### src/rtl/main_mem_arb_pkg.sv
// Shared definitions for the main-memory arbiter: FSM encoding, requester IDs
// and the beat-counter width helper.
package main_mem_arb_pkg;

  typedef enum logic [1:0] {
    IDLE   = 2'd0,
    ACCESS = 2'd1,
    DONE   = 2'd2
  } arb_state_e;

  localparam logic REQ_I = 1'b0;
  localparam logic REQ_D = 1'b1;

  // Ceiling log2; used to size the burst beat counter.
  function automatic int unsigned clog2(input int unsigned value);
    int unsigned result;
    result = 0;
    for (int i = 0; i < 32; i++) begin
      if ((32'd1 << i) < value) begin
        result = i + 1;
      end
    end
    return result;
  endfunction

endpackage

### src/rtl/rr_arb2.sv
// Two-way round-robin grant. Purely combinational; the last-served pointer is
// held by the parent. update qualifies the grant so it is only issued when the
// parent can accept a new owner.
module rr_arb2
  import main_mem_arb_pkg::*;
(
  input  logic [1:0] req,
  input  logic       last_served,
  input  logic       update,
  output logic [1:0] grant
);

  // On a tie the side that was not served last wins.
  always_comb begin
    grant = 2'b00;
    if (update) begin
      if (req == 2'b11) begin
        grant = (last_served == REQ_I) ? 2'b10 : 2'b01;
      end else begin
        grant = req;
      end
    end
  end

endmodule

### src/rtl/main_mem_arbiter.sv
// Arbitrates one single-port main memory between the I-side refill path and the
// D-side cache path. Reads are BLOCK_WORDS-beat aligned bursts, writes are a
// single unaligned word. Optional performance counters are enabled by defining
// MAIN_MEM_ARB_PERF_EN.
module main_mem_arbiter
  import main_mem_arb_pkg::*;
#(
  parameter int unsigned ADDR_W      = 10,
  parameter int unsigned DATA_W      = 32,
  parameter int unsigned BLOCK_WORDS = 4
) (
  input  logic              clk,
  input  logic              reset,
  input  logic              i_req,
  input  logic [ADDR_W-1:0] i_addr,
  output logic              i_gnt,
  output logic [DATA_W-1:0] i_rdata,
  output logic              i_rvalid,
  output logic              i_done,
  input  logic              d_req,
  input  logic              d_we,
  input  logic [ADDR_W-1:0] d_addr,
  input  logic [DATA_W-1:0] d_wdata,
  output logic              d_gnt,
  output logic [DATA_W-1:0] d_rdata,
  output logic              d_rvalid,
  output logic              d_done,
  output logic              mem_en,
  output logic              mem_we,
  output logic [ADDR_W-1:0] mem_addr,
  output logic [DATA_W-1:0] mem_wdata,
  input  logic [DATA_W-1:0] mem_rdata,
  input  logic              mem_ready,
  output logic              busy
`ifdef MAIN_MEM_ARB_PERF_EN
  ,
  output logic [15:0]       perf_i_grants,
  output logic [15:0]       perf_d_grants,
  output logic [15:0]       perf_conflicts
`endif
);

  localparam int unsigned BeatW = clog2(BLOCK_WORDS);
  localparam logic [BeatW-1:0] LastBeat = BeatW'(BLOCK_WORDS - 1);

  arb_state_e        state_q, state_d;
  logic              winner_q;
  logic              last_q;
  logic [ADDR_W-1:0] addr_q;
  logic              we_q;
  logic [DATA_W-1:0] wdata_q;
  logic [BeatW-1:0]  beat_q;
  logic              i_gnt_q, d_gnt_q;
  logic              i_rvalid_q, d_rvalid_q;
  logic              i_done_q, d_done_q;
  logic [DATA_W-1:0] i_rdata_q, d_rdata_q;
  logic [1:0]        grant;

  rr_arb2 u_rr_arb2 (
    .req         ({d_req, i_req}),
    .last_served (last_q),
    .update      (state_q == IDLE),
    .grant       (grant)
  );

  // Next-state decode.
  always_comb begin
    state_d = state_q;
    unique case (state_q)
      IDLE: begin
        if (grant != 2'b00) state_d = ACCESS;
      end
      ACCESS: begin
        if (mem_ready && (we_q || beat_q == LastBeat)) state_d = DONE;
      end
      DONE:    state_d = IDLE;
      default: state_d = IDLE;
    endcase
  end

  // State register, request latch, beat counter and registered per-side outputs.
  always_ff @(posedge clk) begin
    if (!reset) begin
      state_q    <= IDLE;
      winner_q   <= REQ_I;
      last_q     <= REQ_D;  // so the I side wins the first tie
      addr_q     <= '0;
      we_q       <= 1'b0;
      wdata_q    <= '0;
      beat_q     <= '0;
      i_gnt_q    <= 1'b0;
      d_gnt_q    <= 1'b0;
      i_rvalid_q <= 1'b0;
      d_rvalid_q <= 1'b0;
      i_done_q   <= 1'b0;
      d_done_q   <= 1'b0;
      i_rdata_q  <= '0;
      d_rdata_q  <= '0;
    end else begin
      state_q    <= state_d;
      i_rvalid_q <= 1'b0;
      d_rvalid_q <= 1'b0;
      i_done_q   <= 1'b0;
      d_done_q   <= 1'b0;
      unique case (state_q)
        IDLE: begin
          beat_q <= '0;
          if (grant != 2'b00) begin
            winner_q <= grant[REQ_D];
            addr_q   <= grant[REQ_D] ? d_addr : i_addr;
            we_q     <= grant[REQ_D] & d_we;
            wdata_q  <= d_wdata;
            i_gnt_q  <= grant[REQ_I];
            d_gnt_q  <= grant[REQ_D];
          end
        end
        ACCESS: begin
          if (mem_ready) begin
            if (!we_q) begin
              beat_q <= beat_q + 1'b1;
              if (winner_q == REQ_D) begin
                d_rdata_q  <= mem_rdata;
                d_rvalid_q <= 1'b1;
              end else begin
                i_rdata_q  <= mem_rdata;
                i_rvalid_q <= 1'b1;
              end
            end
            if (state_d == DONE) begin
              i_done_q <= (winner_q == REQ_I);
              d_done_q <= (winner_q == REQ_D);
            end
          end
        end
        DONE: begin
          i_gnt_q <= 1'b0;
          d_gnt_q <= 1'b0;
          last_q  <= winner_q;
        end
        default: ;
      endcase
    end
  end

  // Memory-side strobes; everything is zero outside ACCESS.
  always_comb begin
    mem_en    = (state_q == ACCESS);
    mem_we    = mem_en & we_q;
    mem_addr  = '0;
    mem_wdata = '0;
    if (mem_en) begin
      mem_addr = we_q ? addr_q : {addr_q[ADDR_W-1:BeatW], beat_q};
      if (we_q) mem_wdata = wdata_q;
    end
  end

  assign i_gnt    = i_gnt_q;
  assign d_gnt    = d_gnt_q;
  assign i_rvalid = i_rvalid_q;
  assign d_rvalid = d_rvalid_q;
  assign i_done   = i_done_q;
  assign d_done   = d_done_q;
  assign i_rdata  = i_rdata_q;
  assign d_rdata  = d_rdata_q;
  assign busy     = (state_q != IDLE);

`ifdef MAIN_MEM_ARB_PERF_EN
  // Saturating grant and conflict counters.
  always_ff @(posedge clk) begin
    if (!reset) begin
      perf_i_grants  <= '0;
      perf_d_grants  <= '0;
      perf_conflicts <= '0;
    end else if (state_q == IDLE) begin
      if (grant[REQ_I] && perf_i_grants != 16'hFFFF) perf_i_grants <= perf_i_grants + 16'd1;
      if (grant[REQ_D] && perf_d_grants != 16'hFFFF) perf_d_grants <= perf_d_grants + 16'd1;
      if (i_req && d_req && perf_conflicts != 16'hFFFF) begin
        perf_conflicts <= perf_conflicts + 16'd1;
      end
    end
  end
`endif

endmodule

### config.mk
export PLATFORM = sky130hd
export DESIGN_NAME = main_mem_arbiter
export DESIGN_NICKNAME = d
export VERILOG_FILES = /design/src/rtl/main_mem_arb_pkg.sv /design/src/rtl/rr_arb2.sv /design/src/rtl/main_mem_arbiter.sv
export SDC_FILE = /design/constraint.sdc
export NUM_CORES = 1
export LEC_CHECK = 0
export CAP_MARGIN = 15
export CORE_AREA = 2 2 104 106
export DETAILED_ROUTE_END_ITERATION = 12
export DIE_AREA = 0 0 106 108
export PLACE_DENSITY_LB_ADDON = 0.25
export SYNTH_ARGS = -nofsm -noshare
export SYNTH_HDL_FRONTEND = slang
export SYNTH_SLANG_ARGS = --single-unit
### constraint.sdc
create_clock -name clk -period 3.24 [get_ports clk]
set_clock_uncertainty 0.1 [all_clocks]
set_input_delay 0.486 -clock clk [delete_from_list [all_inputs] [get_ports clk]]
set_output_delay 0.486 -clock clk [all_outputs]
set_load 0.01 [all_outputs]
* After elaboration in Yosys (flattened, before gate mapping)
Index checks and enable logic that the tools add are counted.
Word-level totals: bits in registers 119, word-level logic and storage cells 65, output and inout bits 115, input bits 90
Operators by class: muxes and demuxes 20, reduce and logical (&&, ||, !) cells 14, add/sub/neg operators 1, bitwise logic cells 7, equal/unequal tests 8
Operator list (number):
- $mux W32 | 2
- $mux W10 | 2
- $mux W2 | 8
- $reduce_and A4 Y1 | 3
- $eq A2 B2 Y1 const B | 4
- $pmux W2 S2 | 2
- $reduce_bool A2 Y1 | 4
- $not A1 Y1 | 5
- $mux W1 | 4
- $ne A2 B2 Y1 const B | 2
- $pmux W1 S2 | 2
- $reduce_and A2 Y1 | 2
- $reduce_or A4 Y1 | 1
- $reduce_and A3 Y1 | 1
- $add A2 B1 Y2 const B | 1
- $and A1 B1 Y1 | 2
- $eq A2 B1 Y1 const B | 1
- $logic_not A2 Y1 | 1
- $ne A2 B1 Y1 const B | 1
- $logic_and A1 B1 Y1 | 1
- $logic_or A1 B1 Y1 | 1

* Depth between registers and ports, before layout
word-level depth 8, gate-level depth with buffers 6, gate-level depth less buffers 4

* Hierarchy
A second synthesis with hierarchy kept.
Second synthesis, totals: cell total of the unflattened synthesis 550, area total of the unflattened synthesis 4931.0 sq um
By module, submodules not included:
- main_mem_arbiter | sequential area each 2382.3 sq um, instances 1, area each 4909.7 sq um, cells an instance 545
- rr_arb2 | sequential area each 0.0 sq um, instances 1, area each 21.3 sq um, cells an instance 5

* Worst setup path before layout
No wires, ideal clock.
path kind reg-to-output, start register state_q[1], end output port mem_addr[2], data arrival time 1.188 ns, setup slack 1.466 ns, buffers on the path 1, data required time 2.654 ns, stages on the path, launching flop included 5, path through dfxtp_1 > nand2b_1 > inv_1 > clkbuf_1 > and2_1
On the way: longest elaborated chain between the ends 2
RTL lines:
- start: declaration | line main_mem_arbiter.sv:46 | arb_state_e state_q, state_d;
- start signal: assignment | line main_mem_arbiter.sv:100 | state_q <= state_d;
- $eq A2 B1 Y1 | line main_mem_arbiter.sv:147 | mem_en = (state_q == ACCESS);
- net mem_en | line main_mem_arbiter.sv:28 | output logic mem_en,
- $mux W10 | line main_mem_arbiter.sv:151 | if (mem_en) begin
- end: declaration | line main_mem_arbiter.sv:30 | output logic [ADDR_W-1:0] mem_addr,
The timed path passes the listed nets, and every way through them passes these cells.

* Worst setup path in the final report
start register we_q, end output port mem_wdata[30]
On the way: longest elaborated chain between the ends 2
RTL lines:
- start: declaration | line main_mem_arbiter.sv:50 | logic we_q;
- start signal: assignment | line main_mem_arbiter.sv:111 | we_q <= grant[REQ_D] & d_we;
- $mux W32 | line main_mem_arbiter.sv:153 | if (we_q) mem_wdata = wdata_q;
- $mux W32 | line main_mem_arbiter.sv:151
- end: declaration | line main_mem_arbiter.sv:31 | output logic [DATA_W-1:0] mem_wdata,
Every way passes these cells.

==> impl_metrics.ini <==
[worst_setup_path]
arrival_ns = 2.50
worstSetupStartpoint = we_q
cp-start-kind = flop
cp-end-kind = primary output
worst-setup-path-type = flop to primary output
timing.rr.start = we_q
critPathMaxFanout = 39
cp.required_ns = 2.65

[yosys]
yosysSeqAreaShare_pct = 52.8
synth-compound-area-share_pct = 15.6
synthAdderAreaFrac_pct = 0.277
yosysWarnings = 0
synth-xor-area-share_pct = 0
syn-cell-area_sq_um = 4510
synth-main-ff-cell = dfxtp_1
synth_edf_count = 0
synth_most_common_cell = nand2_1
synth-simple-area-share_pct = 26.2
synth_cell_types = 28
synth_mux_area_share_pct = 0.666
synth.ff_latch_count = 119
synth.avg_cell_area_sq_um = 7.77
synth_top_area_cell = dfxtp_1
synth_nets = 672
synth-async-reset-ratio_pct = 0
synth_top_area_share_pct = 52.8
ys_top_cells_by_count = 205 x nand2_1, 121 x a21oi_1, 119 x dfxtp_1, 33 x and3_1, 25 x clkbuf_1
yosys-top-cells-area = dfxtp_1 53%, nand2_1 17%, a21oi_1 13%
syn-instance-count = 581
synth_top_family_by_area = simple AND/OR/NAND/NOR gates

[timing]
worstMarginPinSlew_ns = 1.19
min_period_ns = 3.09
finalSetupViolCount = 0
finalMaxSlewViolations = 0
whs_ns = 0.348
rsz0062_at_grt = false
fin_tns_setup_ns = 0
worst_slack_ns = 0.150
max_freq_ghz = 0.324
slew_headroom_pct = 20.8
hold_viol = 0
fin_crit_sh_pct = 95.4

[power]
comb_power_share_pct = 10.7
p_leak_nw = 2.84
swShare_pct = 22.4
powerDensity_nw_per_um2 = 573
clkPwrFrac_pct = 52.0
p_seq_share_pct = 37.3
p_int_mw = 3.28
p_sw_mw = 0.948
ir_drop_mv = 0.327

[floorplanning]
die_w_um = 106
io-pin-count = 205
dieArea_sq_um = 11400
rows = 37
coreArea_sq_um = 10200
die_h_um = 108
start_util_pct = 44.1

[placed_design]
dp_slack_ns = 0.496
portBuffers = 204
placed_cell_area_sq_um = 6630
hpwl_mm = 9.31
place_congestion = 0.757

[cts]
cts_tree = built
clk_path_buf_depth = 2
h-tree-depth = 4
numCtsBuffers = 17
path_clk_slew_ns = 0.06
numClockSinks = 119
clock_latency_ns = 0.51
cts_root_buf = clkbuf_8

[routing]
drtAntennaViolNets = 0
wl_per_cell_um = 15.0
drt_pre_antenna_iters = 5
wl_mm = 13.8
drc = 0
vias = 4661
vias_per_cell = 5.07
drt_iter0_drc = 244

[finish]
insertedDiodeCount = 0
synthToLayoutAreaGrowth_pct = 63.5
fin_nets = 862
fin_area_sq_um = 7380
drive_gt1_share_pct = 6.12

[global_route]
grt_overflow = 0
grt_max_degree = 47
grt_pass1_wl_mm = 21.9
grtUsageTotal_pct = 24.3
grt_pass1_vias = 4651
antenna_found_initial = 0

[worst_hold_path]
hp-class = flop to flop
min-delay-start = wdata_q[12]

[run]
maxCapViolCount = 0

[status]
status = complete, no violations
## what timing repair did
action | 4_1_cts | 5_1_grt
setup buffers | 0 | 2
setup endpoints to repair | 0 | 29
resized for setup | 0 | 1
hold buffers | 0 | 0
## flip-flops by register name, summed over array words and instances (netlist names)
register and cells:
d_rdata 32, i_rdata 32, wdata_q 32, addr_q 10, beat_q 2, state_q 2
d_done 1, d_gnt 1, d_rvalid 1, i_done 1, i_gnt 1, i_rvalid 1
last_q 1, we_q 1, winner_q 1
## path summary, 6_finish.rpt
kind,to,slack [ns],cells after the start
setup / recovery,mem_wdata[30],0.15,2
hold reg to reg,wdata_q[12],0.35,2
setup reg to reg,d_rdata[2],0.81,4
hold / removal,wdata_q[12],0.35,2
## worst max-delay path, cell delays in order, from the launching register on
cell             delay [ns]
dfxtp_1                1.11
and3_1                 0.33
clkdlybuf4s50_1        0.55
## cells by family (layout without fill, tap and decap cells)
group	count (synthesis)	in the layout
mux	3	3
simple gates	274	274
fa+ha+maj	1	1
flops	119	119
buf+inv	46	249
compound gates	138	138
## metal layers
metal | vias to the layer above | routed length, um | global-route usage [%] | share of wire, %
met3 | 26 | 1000 | 7.53 | 7.3
li1 | 2289 | - | - | -
met1 | 2175 | 5410 | 27.4 | 39
met4 | 0 | 286 | 11.3 | 2.1
met5 | - | 0 | 0 | 0
met2 | 171 | 7110 | 42.2 | 51
## power groups by stage
| stage | combinational, mW | clock [mW] | sequential (mW) |
|---|---|---|---|
| 6_report | 0.451 | 2.20 | 1.58 |
| 3_5_place_dp | 0.443 | 0 | 1.61 |
| 3_3_place_gp | 0.433 | 0 | 1.60 |
| 2_1_floorplan | 0.193 | 0 | 1.61 |
| 5_1_grt | 0.490 | 2.30 | 1.59 |
| 4_1_cts | 0.447 | 2.22 | 1.58 |
## per-stage QoR
| step | utilization [%] | power [mW] | cells |
|---|---|---|---|
| global placement | 64.8 | 2.04 | 885 |
| floorplan | - | 1.80 | 581 |
| detailed placement | 64.8 | 2.05 | 885 |
| CTS | 71.6 | 4.25 | 917 |
| finish | 72.1 | 4.23 | 920 |
| global route | 72.1 | 4.37 | 920 |
## placed cells by master, fill, tap and decap left out, types with 2 or more instances in the layout
master,instances
nand2_1,205
nor2b_1,2
and3_1,33
nand3_1,2
buf_4,6
o21ai_0,12
nor2_1,10
clkinv_4,6
dfxtp_1,119
clkbuf_8,2
nand2b_1,4
a22oi_1,2
mux2i_1,3
and2_1,11
bufinv_16,7
a21oi_1,121
clkdlybuf4s50_1,204
buf_12,3
clkbuf_16,16
nor3_1,2
## layout make-up
class | instances | area [sq um]
timing repair buffer | 214 | 2170
inverter | 3 | 15.0
fill | 780 | 2860
clock buffer | 18 | 428
tap | 136 | 170
multi-input combinational | 416 | 1930
sequential | 119 | 2380
clock inverter | 14 | 272
Note: power is estimated with default switching activity, not from simulation.
